$ cat src/rtl/mc_control_unit.sv
// Multicycle MIPS-subset control FSM. Memory accesses in FETCH, MEM_RD and MEM_WR
// are stretched by a wait counter to MEM_WAIT+1 cycles. Outputs are decoded from
// the current state, wait count, instruction fields and the ALU zero flag.
// Optional build macro: MC_CU_ILLEGAL_TRAP_EN routes undefined instructions
// through a one-cycle TRAP state into HALT instead of skipping them.
module mc_control_unit #(
    parameter int unsigned MEM_WAIT = 2,
    parameter int unsigned CNT_W    = (MEM_WAIT > 0) ? $clog2(MEM_WAIT + 1) : 1
) (
    input  logic       clock,
    input  logic       reset,
    input  logic [5:0] opcode,
    input  logic [5:0] funct,
    input  logic       zero,
    output logic       pc_write,
    output logic       iord,
    output logic       mem_write,
    output logic       ir_write,
    output logic       mdr_write,
    output logic       a_write,
    output logic       b_write,
    output logic       alu_out_write,
    output logic       reg_write,
    output logic [1:0] reg_dst,
    output logic [1:0] mem_to_reg,
    output logic       alu_src_a,
    output logic [1:0] alu_src_b,
    output logic [1:0] pc_source,
    output logic [2:0] alu_op,
    output logic [3:0] state_out,
    output logic       halted,
    output logic       illegal
);

    typedef enum logic [3:0] {
        StFetch   = 4'd0,
        StDecode  = 4'd1,
        StRExec   = 4'd2,
        StRWb     = 4'd3,
        StMemAddr = 4'd4,
        StMemRd   = 4'd5,
        StLwWb    = 4'd6,
        StMemWr   = 4'd7,
        StBranch  = 4'd8,
        StLui     = 4'd9,
        StJump    = 4'd10,
        StJal     = 4'd11,
        StJr      = 4'd12,
        StHalt    = 4'd13,
        StTrap    = 4'd14
    } state_e;

    localparam logic [2:0] AluLoad = 3'd0;
    localparam logic [2:0] AluAdd  = 3'd1;
    localparam logic [2:0] AluSub  = 3'd2;
    localparam logic [2:0] AluAnd  = 3'd3;
    localparam logic [2:0] AluXor  = 3'd6;

    localparam logic [CNT_W-1:0] CntMax = CNT_W'(MEM_WAIT);

`ifdef MC_CU_ILLEGAL_TRAP_EN
    localparam state_e StUndef = StTrap;
`else
    localparam state_e StUndef = StFetch;
`endif

    state_e           state_q, state_d;
    logic [CNT_W-1:0] cnt_q, cnt_d;
    logic             wait_done;

    assign wait_done = (cnt_q == CntMax);

    // State and wait-counter registers; reset abandons any access in flight.
    always_ff @(posedge clock or posedge reset) begin
        if (reset) begin
            state_q <= StFetch;
            cnt_q   <= '0;
        end else begin
            state_q <= state_d;
            cnt_q   <= cnt_d;
        end
    end

    // Next state: memory states hold until the counter reaches MEM_WAIT.
    always_comb begin
        state_d = state_q;
        cnt_d   = '0;
        unique case (state_q)
            StFetch, StMemRd, StMemWr: begin
                if (!wait_done) begin
                    cnt_d = cnt_q + 1'b1;
                end else begin
                    unique case (state_q)
                        StFetch: state_d = StDecode;
                        StMemRd: state_d = StLwWb;
                        default: state_d = StFetch;
                    endcase
                end
            end
            StDecode: begin
                case (opcode)
                    6'h00: begin
                        case (funct)
                            6'h20, 6'h22, 6'h24, 6'h26: state_d = StRExec;
                            6'h08:                      state_d = StJr;
                            6'h0D:                      state_d = StHalt;
                            6'h00:                      state_d = StFetch;
                            default:                    state_d = StUndef;
                        endcase
                    end
                    6'h23, 6'h2B: state_d = StMemAddr;
                    6'h04, 6'h05: state_d = StBranch;
                    6'h0F:        state_d = StLui;
                    6'h02:        state_d = StJump;
                    6'h03:        state_d = StJal;
                    default:      state_d = StUndef;
                endcase
            end
            StRExec:   state_d = StRWb;
            StMemAddr: state_d = (opcode == 6'h23) ? StMemRd : StMemWr;
            StHalt:    state_d = StHalt;
            StTrap:    state_d = StHalt;
            default:   state_d = StFetch;
        endcase
    end

    // Datapath controls decoded from the current state (Moore-style).
    always_comb begin
        pc_write      = 1'b0;
        iord          = 1'b0;
        mem_write     = 1'b0;
        ir_write      = 1'b0;
        mdr_write     = 1'b0;
        a_write       = 1'b0;
        b_write       = 1'b0;
        alu_out_write = 1'b0;
        reg_write     = 1'b0;
        reg_dst       = 2'd0;
        mem_to_reg    = 2'd0;
        alu_src_a     = 1'b0;
        alu_src_b     = 2'd0;
        pc_source     = 2'd0;
        alu_op        = AluLoad;
        halted        = 1'b0;
        illegal       = 1'b0;
        unique case (state_q)
            StFetch: begin
                alu_src_b = 2'd1;
                alu_op    = AluAdd;
                // Commit PC+4 and the fetched word only once the read completes.
                ir_write  = wait_done;
                pc_write  = wait_done;
            end
            StDecode: begin
                a_write       = 1'b1;
                b_write       = 1'b1;
                alu_out_write = 1'b1;
                alu_src_b     = 2'd3;
                alu_op        = AluAdd;
            end
            StRExec: begin
                alu_src_a     = 1'b1;
                alu_out_write = 1'b1;
                case (funct)
                    6'h22:   alu_op = AluSub;
                    6'h24:   alu_op = AluAnd;
                    6'h26:   alu_op = AluXor;
                    default: alu_op = AluAdd;
                endcase
            end
            StRWb: begin
                reg_write = 1'b1;
                reg_dst   = 2'd1;
            end
            StMemAddr: begin
                alu_src_a     = 1'b1;
                alu_src_b     = 2'd2;
                alu_op        = AluAdd;
                alu_out_write = 1'b1;
            end
            StMemRd: begin
                iord      = 1'b1;
                mdr_write = 1'b1;
            end
            StLwWb: begin
                reg_write  = 1'b1;
                mem_to_reg = 2'd1;
            end
            StMemWr: begin
                iord      = 1'b1;
                mem_write = 1'b1;
            end
            StBranch: begin
                alu_src_a = 1'b1;
                alu_op    = AluSub;
                pc_source = 2'd1;
                pc_write  = (opcode == 6'h05) ? ~zero : zero;
            end
            StLui: begin
                reg_write  = 1'b1;
                mem_to_reg = 2'd2;
            end
            StJump: begin
                pc_write  = 1'b1;
                pc_source = 2'd2;
            end
            StJal: begin
                pc_write   = 1'b1;
                pc_source  = 2'd2;
                reg_write  = 1'b1;
                reg_dst    = 2'd2;
                mem_to_reg = 2'd3;
            end
            StJr: begin
                pc_write  = 1'b1;
                pc_source = 2'd3;
            end
            StHalt: halted = 1'b1;
            StTrap: begin
`ifdef MC_CU_ILLEGAL_TRAP_EN
                illegal = 1'b1;
`endif
            end
            default: ;
        endcase
    end

    assign state_out = state_q;

endmodule

$ cat config.mk
export PLATFORM = sky130hd
export DESIGN_NAME = mc_control_unit
export DESIGN_NICKNAME = d
export VERILOG_FILES = /design/src/rtl/mc_control_unit.sv
export SDC_FILE = /design/constraint.sdc
export NUM_CORES = 1
export LEC_CHECK = 0
export ABC_AREA = 1
export CORE_MARGIN = 1.5
export CORE_UTILIZATION = 41
export CTS_CLUSTER_DIAMETER = 30
export DETAILED_ROUTE_END_ITERATION = 12
export PLACE_DENSITY = 0.93
export SLEW_MARGIN = 10
export SYNTH_ARGS = -nofsm -noshare
export SYNTH_HDL_FRONTEND = slang
export SYNTH_SLANG_ARGS = --single-unit
$ cat constraint.sdc
create_clock -name clock -period 2.43 [get_ports clock]
set_clock_uncertainty 0.2 [all_clocks]
set_input_delay 0.243 -clock clock [delete_from_list [all_inputs] [get_ports clock]]
set_output_delay 0.243 -clock clock [all_outputs]
set_load 0.01 [all_outputs]
==> results of run 1 <==
metrics by stage:
step	hold WS (ns)	area, sq um
2_1_floorplan	-0.166	743
3_3_place_gp	0.221	1160
3_5_place_dp	0.227	1160
4_1_cts	0.0211	1180
6_report	0.0518	1240
5_1_grt	0.0477	1240
logic make-up after synthesis:
| logic type | after synthesis | synth area share, % |
|---|---|---|
| XOR/XNOR | 1 | 1.18 |
| flip-flops | 6 | 20.2 |
| buffers and inverters | 30 | 16.2 |
| AO/OA/AOI/OAI | 8 | 6.23 |
| other | 1 | 0.505 |
| AND/OR/NAND/NOR | 97 | 55.7 |
cells in the mapped netlist:
cell | instances | area (sq um)
nand2_1 | 44 | 165
nand4_1 | 5 | 31.3
or2_2 | 1 | 6.26
inv_1 | 28 | 105
a31o_2 | 1 | 8.76
conb_1 | 1 | 3.75
nor2_2 | 3 | 18.8
nor3_1 | 2 | 10.0
dfrtp_1 | 6 | 150
a31oi_1 | 1 | 6.26
nor2_4 | 1 | 11.3
o21ai_0 | 5 | 25.0
nand3_1 | 11 | 55.1
nor2_1 | 29 | 109
buf_4 | 2 | 15.0
o22ai_1 | 1 | 6.26
nand3b_1 | 1 | 7.51
xnor2_1 | 1 | 8.76
final cells by class:
class / count / share of cell area [%]
Multi-Input combinational cell: 107 / 40.0
Timing Repair Buffer: 44 / 34.8
Sequential cell: 6 / 12.3
Inverter: 28 / 8.50
Tap cell: 25 / 2.53
Clock buffer: 3 / 1.82
power groups by stage:
stage / clock [uW] / combinational (uW) / sequential, uW
after global placement: 0 / 402 / 153
final: 89.7 / 470 / 156
after global routing: 102 / 513 / 160
after floorplan: 0 / 221 / 152
after detailed placement: 0 / 412 / 153
after CTS: 94.7 / 416 / 153
worst max-delay path, delay by kind of cell:
kind                   cells  cell delay (ns)
AOI/OAI and AO/OA          1             0.15
buffers and inverters      3             1.04
and+or+nand+nor            4             0.47
flip-flops by register name, summed over array words and instances (netlist names):
name,flops
cnt_q,2
state_out,4
per-layer routing:
metal	GRT usage (%)	part of all wire (%)	up-vias	routed length [um]
met3	6.75	7.1	0	155
met4	0	0	0	0
met1	23.3	40	457	881
met2	42.3	52	48	1150
li1	-	-	527	-
met5	0	0	-	0
repair_timing:
action / in CTS / in global routing
buffers inserted: 0 / 4
setup endpoints to repair: 1 / 7
gates resized for setup: 1 / 8
pin swaps: 0 / 1
endpoints found under the hold margin: 0 / 0
how the worst max path moves through the flow:
| stage | start | end | slack [ns] | cells past startpoint |
|---|---|---|---|---|
| after floorplan | state_out[3] | pc_write | 0.79 | 6 |
| after global placement | funct[5] | alu_op[1] | 0.18 | 8 |
| after detailed placement | funct[5] | alu_op[1] | 0.07 | 8 |
| after CTS | state_out[0] | alu_op[0] | 0.03 | 7 |
| after global routing | funct[5] | alu_op[1] | 0.02 | 8 |
| final | funct[5] | alu_op[1] | 0.08 | 8 |
==> results.py, run 1 <==
metrics = {
    "status": {
        "status": "finished clean",
    },
    "power": {
        "total_leakage_power_uw": 0.000641,
        "switching_share_pct": 41.5,
        "switching_power_uw": 298,
        "combPwrFrac_pct": 65.7,
        "ir_drop_uv": 529,
        "power.density_nw_per_um2": 579,
        "p_int_uw": 419,
        "p_seq_share_pct": 21.8,
        "p_total_uw": 716,
        "pwr-share-clk_pct": 12.5,
    },
    "setup_path": {
        "r2r_cells": 8,
        "critPathSlowestCell": "clkdlybuf4s50_1",
        "cp-end-kind": "output port",
        "path_max_fanout": 3,
        "r2r-start": "state_out[1]",
        "worst_setup_path_start_kind": "primary input",
        "slowest_delay_ns": 0.53,
        "critPathKind": "primary input to output port",
        "rr_endpoint": "state_out[0]",
        "arrival_ns": 1.90,
        "ff2ff_setup_slack_ns": 0.88,
        "crit_chain": "clkdlybuf4s50_1 -> inv_1 -> nor2_1 -> nand4_1 -> o22ai_2 -> nand2_1 -> nand2_1 -> clkdlybuf4s50_1",
        "required_ns": 1.99,
    },
    "synthesis": {
        "syn_area_sq_um": 743,
        "yosysSeqAreaShare_pct": 20.2,
        "ys_warn_count": 0,
        "synth_seq_cells": 6,
        "syn_avg_cell_area_sq_um": 5.20,
        "synth_cells": 143,
        "synth.distinct_cells": 18,
        "synthesis.nets": 158,
    },
    "drt": {
        "post_drt_wl_per_cell_um": 10.2,
        "antenna_left": 0,
        "drt-pass1-iter-count": 4,
        "wirelength_um": 2180,
        "route.detailed.drc": 0,
        "num_vias": 1032,
        "vias_per_cell": 4.85,
        "drt_iter0_drc": 18,
    },
    "sta": {
        "setup_viol": 0,
        "tns_ns": 0,
        "fin_crit_sh_pct": 96.5,
        "finalWorstSetupSlack_ns": 0.0843,
        "fmax_mhz": 426,
        "rsz0062_at_grt": "no",
        "finalHoldViolCount": 0,
        "drv_slew": 0,
        "layout_min_cycle_time_ns": 2.35,
    },
    "grt": {
        "grt_pass1_vias": 870,
        "grt_usage_pct": 21.5,
        "antenna_found_initial": 0,
        "grt_pass1_wl_um": 3310,
        "overflow": 0,
        "grt_max_degree": 9,
    },
    "clocking": {
        "max-clock-path-buffers": 2,
        "cts_hold_buf": 0,
        "cts_buffers": 3,
        "cts_htree_levels": 1,
        "root_buffer": "clkbuf_4",
        "cts_tree": "done",
        "clkTransAtPathRegs_ns": 0.04,
        "clkLatencyLatePin_ns": 0.24,
        "cts_sinks": 6,
    },
    "layout": {
        "n_antenna_cell": 0,
        "layout_commonest_cell": "nand2_1",
        "area_growth_pct": 66.3,
        "final_layout_size_suffix_gt1_share_pct": 10.6,
        "ff_latch_area_sq_um": 153,
        "multi_input_area_sq_um": 494,
        "nets": 205,
        "fillers": 134,
        "finalNonFillerCells": 213,
        "mostFrequentLayoutCells": "44 x nand2_1, 40 x clkdlybuf4s50_1, 28 x inv_1",
        "fin_util_pct": 72.4,
    },
    "die": {
        "start_util_pct": 43.5,
        "die_w_um": 45.6,
        "core-area_sq_um": 1710,
        "rows": 15,
        "die_y_um": 45.6,
        "die_area_sq_um": 2080,
        "ioPinCount": 42,
    },
    "place": {
        "dp_worst_setup_slack_ns": 0.0670,
        "port_buffers": 40,
        "placed_cells": 206,
        "gp_congestion": 0.809,
        "hpwl_um": 1760,
    },
    "job": {
        "maxCapViolations": 0,
    },
    "min_path": {
        "holdCritPathClass": "primary input to asynchronous set/reset pin",
    },
}
Note: power is estimated with default switching activity, not from simulation.
==> run 2: changes to the inputs <==
Settings changed: CAP_MARGIN set to 20, CORE_ASPECT_RATIO set to 1.4, CORE_UTILIZATION 41 to 34, PLACE_DENSITY 0.93 to 0.83, TNS_END_PERCENT set to 30.
Clock period 2.43 ns to 2.1 ns, I/O delays scaled along.
==> run 2 against run 1 <==
Effect of this change: die area up 19%; via count up 3.3%; power up 15%; largest cell class is now buffers; final cell count up 2.8%; combinational power up 16%; first-iteration DRC count up 5.6%; utilization down 6.1 points; sequential share of layout area down 0.96 points; flip-flop and latch count unchanged; global-route usage down 0.18 points; non-clock buffer count up 10.
==> results.py, run 2 (same netlist as run 1, synthesis figures left out) <==
metrics = {
    "status": {
        "status": "finished clean",
    },
    "place": {
        "gp_congestion": 0.848,
        "dp_worst_setup_slack_ns": -0.154,
        "hpwl_um": 2040,
        "port_buffers": 40,
        "placed_cells": 214,
    },
    "clocking": {
        "root_buffer": "clkbuf_4",
        "max-clock-path-buffers": 2,
        "clkLatencyLatePin_ns": 0.24,
        "cts_tree": "done",
        "cts_htree_levels": 1,
        "cts_buffers": 3,
        "clkTransAtPathRegs_ns": 0.04,
        "cts_sinks": 6,
    },
    "layout": {
        "n_antenna_cell": 0,
        "final_layout_size_suffix_gt1_share_pct": 17.2,
        "multi_input_area_sq_um": 512,
        "finalNonFillerCells": 219,
        "mostFrequentLayoutCells": "44 x nand2_1, 27 x inv_1, 21 x nor2_1",
        "fillers": 183,
        "area_growth_pct": 80.3,
        "nets": 215,
        "ff_latch_area_sq_um": 153,
        "largest_reg_flops": 4,
        "layout_commonest_cell": "nand2_1",
    },
    "setup_path": {
        "path_max_fanout": 6,
        "critPathSlowestCell": "clkdlybuf4s50_1",
        "crit_buf_inv": 3,
        "worst_setup_path_start_kind": "register",
        "cp-end-kind": "output port",
        "crit_top_cell": "inv_1",
        "critPathKind": "register to output port",
        "slowest_delay_ns": 0.53,
        "critPathTopFamily": "buffers and inverters",
        "required_ns": 1.69,
        "crit_chain": "inv_1 -> nor2_4 -> nand2_1 -> inv_1 -> clkdlybuf4s50_1",
        "arrival_ns": 1.59,
    },
    "grt": {
        "grt_usage_pct": 21.3,
        "antenna_found_initial": 0,
        "grt_pass1_vias": 1002,
        "overflow": 0,
        "grt_max_degree": 7,
        "grt_pass1_wl_um": 3990,
    },
    "drt": {
        "vias_per_cell": 4.87,
        "route.detailed.drc": 0,
        "antenna_left": 0,
        "num_vias": 1066,
        "post_drt_wl_per_cell_um": 11.0,
        "wirelength_um": 2400,
        "drt_iter0_drc": 19,
        "drt-pass1-iter-count": 4,
    },
    "min_path": {
        "holdCritPathClass": "register to register",
    },
    "sta": {
        "drv_slew": 0,
        "tns_ns": 0,
        "whs_ns": 0.228,
        "finalHoldViolCount": 0,
        "setup_viol": 0,
        "layout_min_cycle_time_ns": 2.00,
        "fin_crit_sh_pct": 95.4,
        "finalWorstSetupSlack_ns": 0.0964,
        "rsz0062_at_grt": "yes",
        "fmax_mhz": 499,
    },
    "die": {
        "die_area_sq_um": 2480,
        "rows": 19,
        "start_util_pct": 36.8,
        "die_y_um": 58.3,
        "core-area_sq_um": 2020,
        "ioPinCount": 42,
        "die_w_um": 42.5,
    },
    "job": {
        "maxCapViolations": 0,
    },
    "power": {
        "ir_drop_uv": 627,
        "total_leakage_power_uw": 0.000907,
        "p_total_uw": 824,
        "power.density_nw_per_um2": 615,
    },
}
-- run 2: cell types whose count changed in the layout (fill, tap and decap cells not counted), sizes merged --
cell,previous run,this run
buf,4,13
clkdlybuf4s50,40,20
clkdlybuf4s15,0,1
dlygate4sd2,0,9
dlymetal6s2s,0,10
dlygate4sd3,0,1
-- run 2: timing repair --
action | 4_1_cts | 5_1_grt
setup buffers | 1 | 0
hold buffers | 1 | 0
setup endpoints to repair | 15 | 13
resized for setup | 18 | 19
hold endpoints to repair | 6 | 0
pin swaps | 2 | 0
-- run 2: worst reg2reg max path, delay by kind of cell, from the launching register on --
family | cells | cell delay (ns)
AOI/OAI and AO/OA | 1 | 0.24
and+or+nand+nor | 6 | 0.44
buffers and inverters | 1 | 0.13
DFF | 1 | 0.45
-- run 2: layout make-up --
cell class / instances / share of cell area (%)
inverter: 28 / 7.84
sequential: 6 / 11.4
timing repair buffer: 54 / 38.9
multi-input combinational: 107 / 38.2
clock buffer: 3 / 1.68
tap: 21 / 1.96
-- run 2: report_power, final --
group	internal [uW]	switching, uW
registers	146	34.3
clock network	64.2	35.5
logic	259	284
total	470	354
-- run 2: stage by stage --
step                utilization (%)  instance area, sq um
CTS                            63.9                  1290
finish                         66.3                  1340
global route                   66.3                  1340
global placement               61.6                  1240
floorplan                         -                   743
detailed placement             61.6                  1240
-- run 2: routing by layer --
layer  track usage (%)  up-vias  wire length [um]
met4              13.8        0                46
met5                 0        -                 0
met2              41.5       34              1390
met1              19.7      477               857
li1                  -      549                 -
met3              3.68        6               110
-- run 2: path summary, 6_finish.rpt --
path,startpoint,slack (ns),end,depth (start not counted)
min,cnt_q[0],0.23,cnt_q[0],1
max reg2reg,state_out[0],0.52,state_out[0],8
min in group asynchronous,reset,0.54,state_out[1],3
max,state_out[2],0.1,iord,5
min reg2reg,cnt_q[0],0.23,cnt_q[0],1
max in group asynchronous,reset,0.96,state_out[3],3
==> run 3: changes to the inputs <==
Clock period 2.1 ns to 1.62 ns, I/O delays scaled along.
==> run 3 against run 2 <==
Effect of this change: the flow now finishes with violations (setup timing); first-iteration DRC count increased by 79%; utilization grew 15 points; non-clock buffer count up 36; combinational power rose by 93%; count of clock-buffer cells in the layout unchanged; clock power increased by 42%; global-route usage grew 4.0 points; sequential share of layout area down 2.0 points; via count increased by 20%; final cell count increased by 16%; worst hold slack gained 0.015 ns.
==> results.py, run 3 (same netlist as run 1, synthesis figures left out) <==
metrics = {
    "clocking": {
        "root_buffer": "clkbuf_4",
        "max-clock-path-buffers": 2,
        "cts_buffers": 3,
        "clkLatencyLatePin_ns": 0.25,
        "cts_tree": "done",
        "clkTransAtPathRegs_ns": 0.05,
        "cts_htree_levels": 1,
        "cts_sinks": 6,
    },
    "setup_path": {
        "cp-end-kind": "output port",
        "required_ns": 1.26,
        "critPathSlowestCell": "dfrtp_2",
        "critPathKind": "register to output port",
        "slowest_delay_ns": 0.45,
        "crit_chain": "nand2_1 -> inv_1 -> nand2_1 -> o21ai_2 -> buf_4 -> buf_4 -> buf_6",
        "critPathTopFamily": "buffers and inverters",
        "path_max_fanout": 5,
        "crit_buf_inv": 4,
        "arrival_ns": 1.47,
        "worst_setup_path_start_kind": "register",
    },
    "min_path": {
        "holdCritPathClass": "register to register",
    },
    "drt": {
        "drt-pass1-iter-count": 4,
        "drt_iter0_drc": 34,
        "wirelength_um": 3570,
        "antenna_left": 0,
        "route.detailed.drc": 0,
        "vias_per_cell": 5.01,
        "num_vias": 1277,
        "post_drt_wl_per_cell_um": 14.0,
    },
    "layout": {
        "mostFrequentLayoutCells": "45 x buf_4, 37 x nand2_1, 18 x inv_1",
        "fin_util_pct": 81.2,
        "fin_area_sq_um": 1640,
        "layout_commonest_cell": "buf_4",
        "final_layout_size_suffix_gt1_share_pct": 51.7,
        "largest_reg_flops": 4,
        "nets": 251,
        "area_growth_pct": 121,
        "n_antenna_cell": 0,
    },
    "place": {
        "hpwl_um": 2230,
        "port_buffers": 40,
        "gp_congestion": 0.914,
        "placed_area_sq_um": 1430,
    },
    "status": {
        "status": "finished with violations",
        "failed_checks": "setup timing",
    },
    "sta": {
        "fin_crit_sh_pct": 113,
        "drv_slew": 0,
        "setup_viol": 22,
        "fmax_mhz": 546,
        "layout_min_cycle_time_ns": 1.83,
        "finalWorstSetupSlack_ns": -0.210,
        "finalHoldViolCount": 0,
        "rsz0062_at_grt": "yes",
    },
    "die": {
        "die_area_sq_um": 2480,
        "die_w_um": 42.5,
        "die_y_um": 58.3,
        "rows": 19,
        "core-area_sq_um": 2020,
        "start_util_pct": 36.8,
        "ioPinCount": 42,
    },
    "grt": {
        "use_met2_pct": 49.9,
        "overflow": 0,
        "antenna_found_initial": 0,
        "grt_max_degree": 7,
        "grt_usage_pct": 25.3,
        "grt_pass1_wl_um": 4880,
        "met1_usage_pct": 25.3,
        "grt_use_met3_pct": 3.37,
        "grt_busiest_layer": "met2",
        "grt_pass1_vias": 1167,
    },
    "power": {
        "total_leakage_power_uw": 0.000932,
        "power.density_nw_per_um2": 864,
        "ir_drop_uv": 703,
    },
    "job": {
        "maxCapViolations": 0,
    },
}
-- run 3: layer usage --
| layer | wire [um] | vias up |
|---|---|---|
| li1 | - | 625 |
| met1 | 1280 | 584 |
| met2 | 2010 | 54 |
| met3 | 162 | 14 |
| met4 | 113 | 0 |
| met5 | 0 | - |
-- run 3: through the flow --
stage / hold WS [ns] / power, uW / setup slack [ns] / TNS, ns / instances
CTS: 0.238 / 1290 / -0.169 / -1.92 / 249
global route: 0.259 / 1520 / -0.278 / -4.49 / 255
detailed placement: 0.224 / 1110 / -0.560 / -6.33 / 238
floorplan: -0.247 / 560 / 0.0654 / 0 / 143
finish: 0.243 / 1420 / -0.210 / -2.55 / 255
global placement: 0.187 / 1080 / -0.472 / -5.55 / 238
-- run 3: what timing repair did --
action | CTS | global route
cloned | 0 | 0
setup buffers | 7 | 6
hold endpoints to repair | 6 | 0
hold buffers | 1 | 0
resized for setup | 121 | 39
pin swaps | 10 | 15
endpoints found under the setup margin | 28 | 26
-- run 3: power by group --
group          internal, uW  leakage (uW)  switching, uW  total [uW]
Sequential              190     0.0000754           40.0         230
Clock                  84.1     0.0000138           58.3         142
Combinational           516      0.000843            530        1050
-- run 3: path summary, 6_finish.rpt --
path	startpoint	to	slack [ns]	cells past startpoint
setup / recovery	state_out[2]	pc_source[1]	-0.21	7
setup reg to reg	state_out[0]	state_out[2]	-0.11	10
max in group asynchronous	reset	state_out[3]	0.50	3
hold reg to reg	cnt_q[0]	cnt_q[0]	0.24	1
hold / removal	cnt_q[0]	cnt_q[0]	0.24	1
min in group asynchronous	reset	state_out[2]	0.50	3
-- run 3: layout make-up --
| type | instances | area [sq um] |
|---|---|---|
| Clock buffer | 3 | 22.5 |
| Sequential cell | 6 | 154 |
| Inverter | 28 | 110 |
| Timing Repair Buffer | 90 | 723 |
| Multi-Input combinational cell | 107 | 606 |
| Tap cell | 21 | 26.3 |
| Fill cell | 137 | 379 |
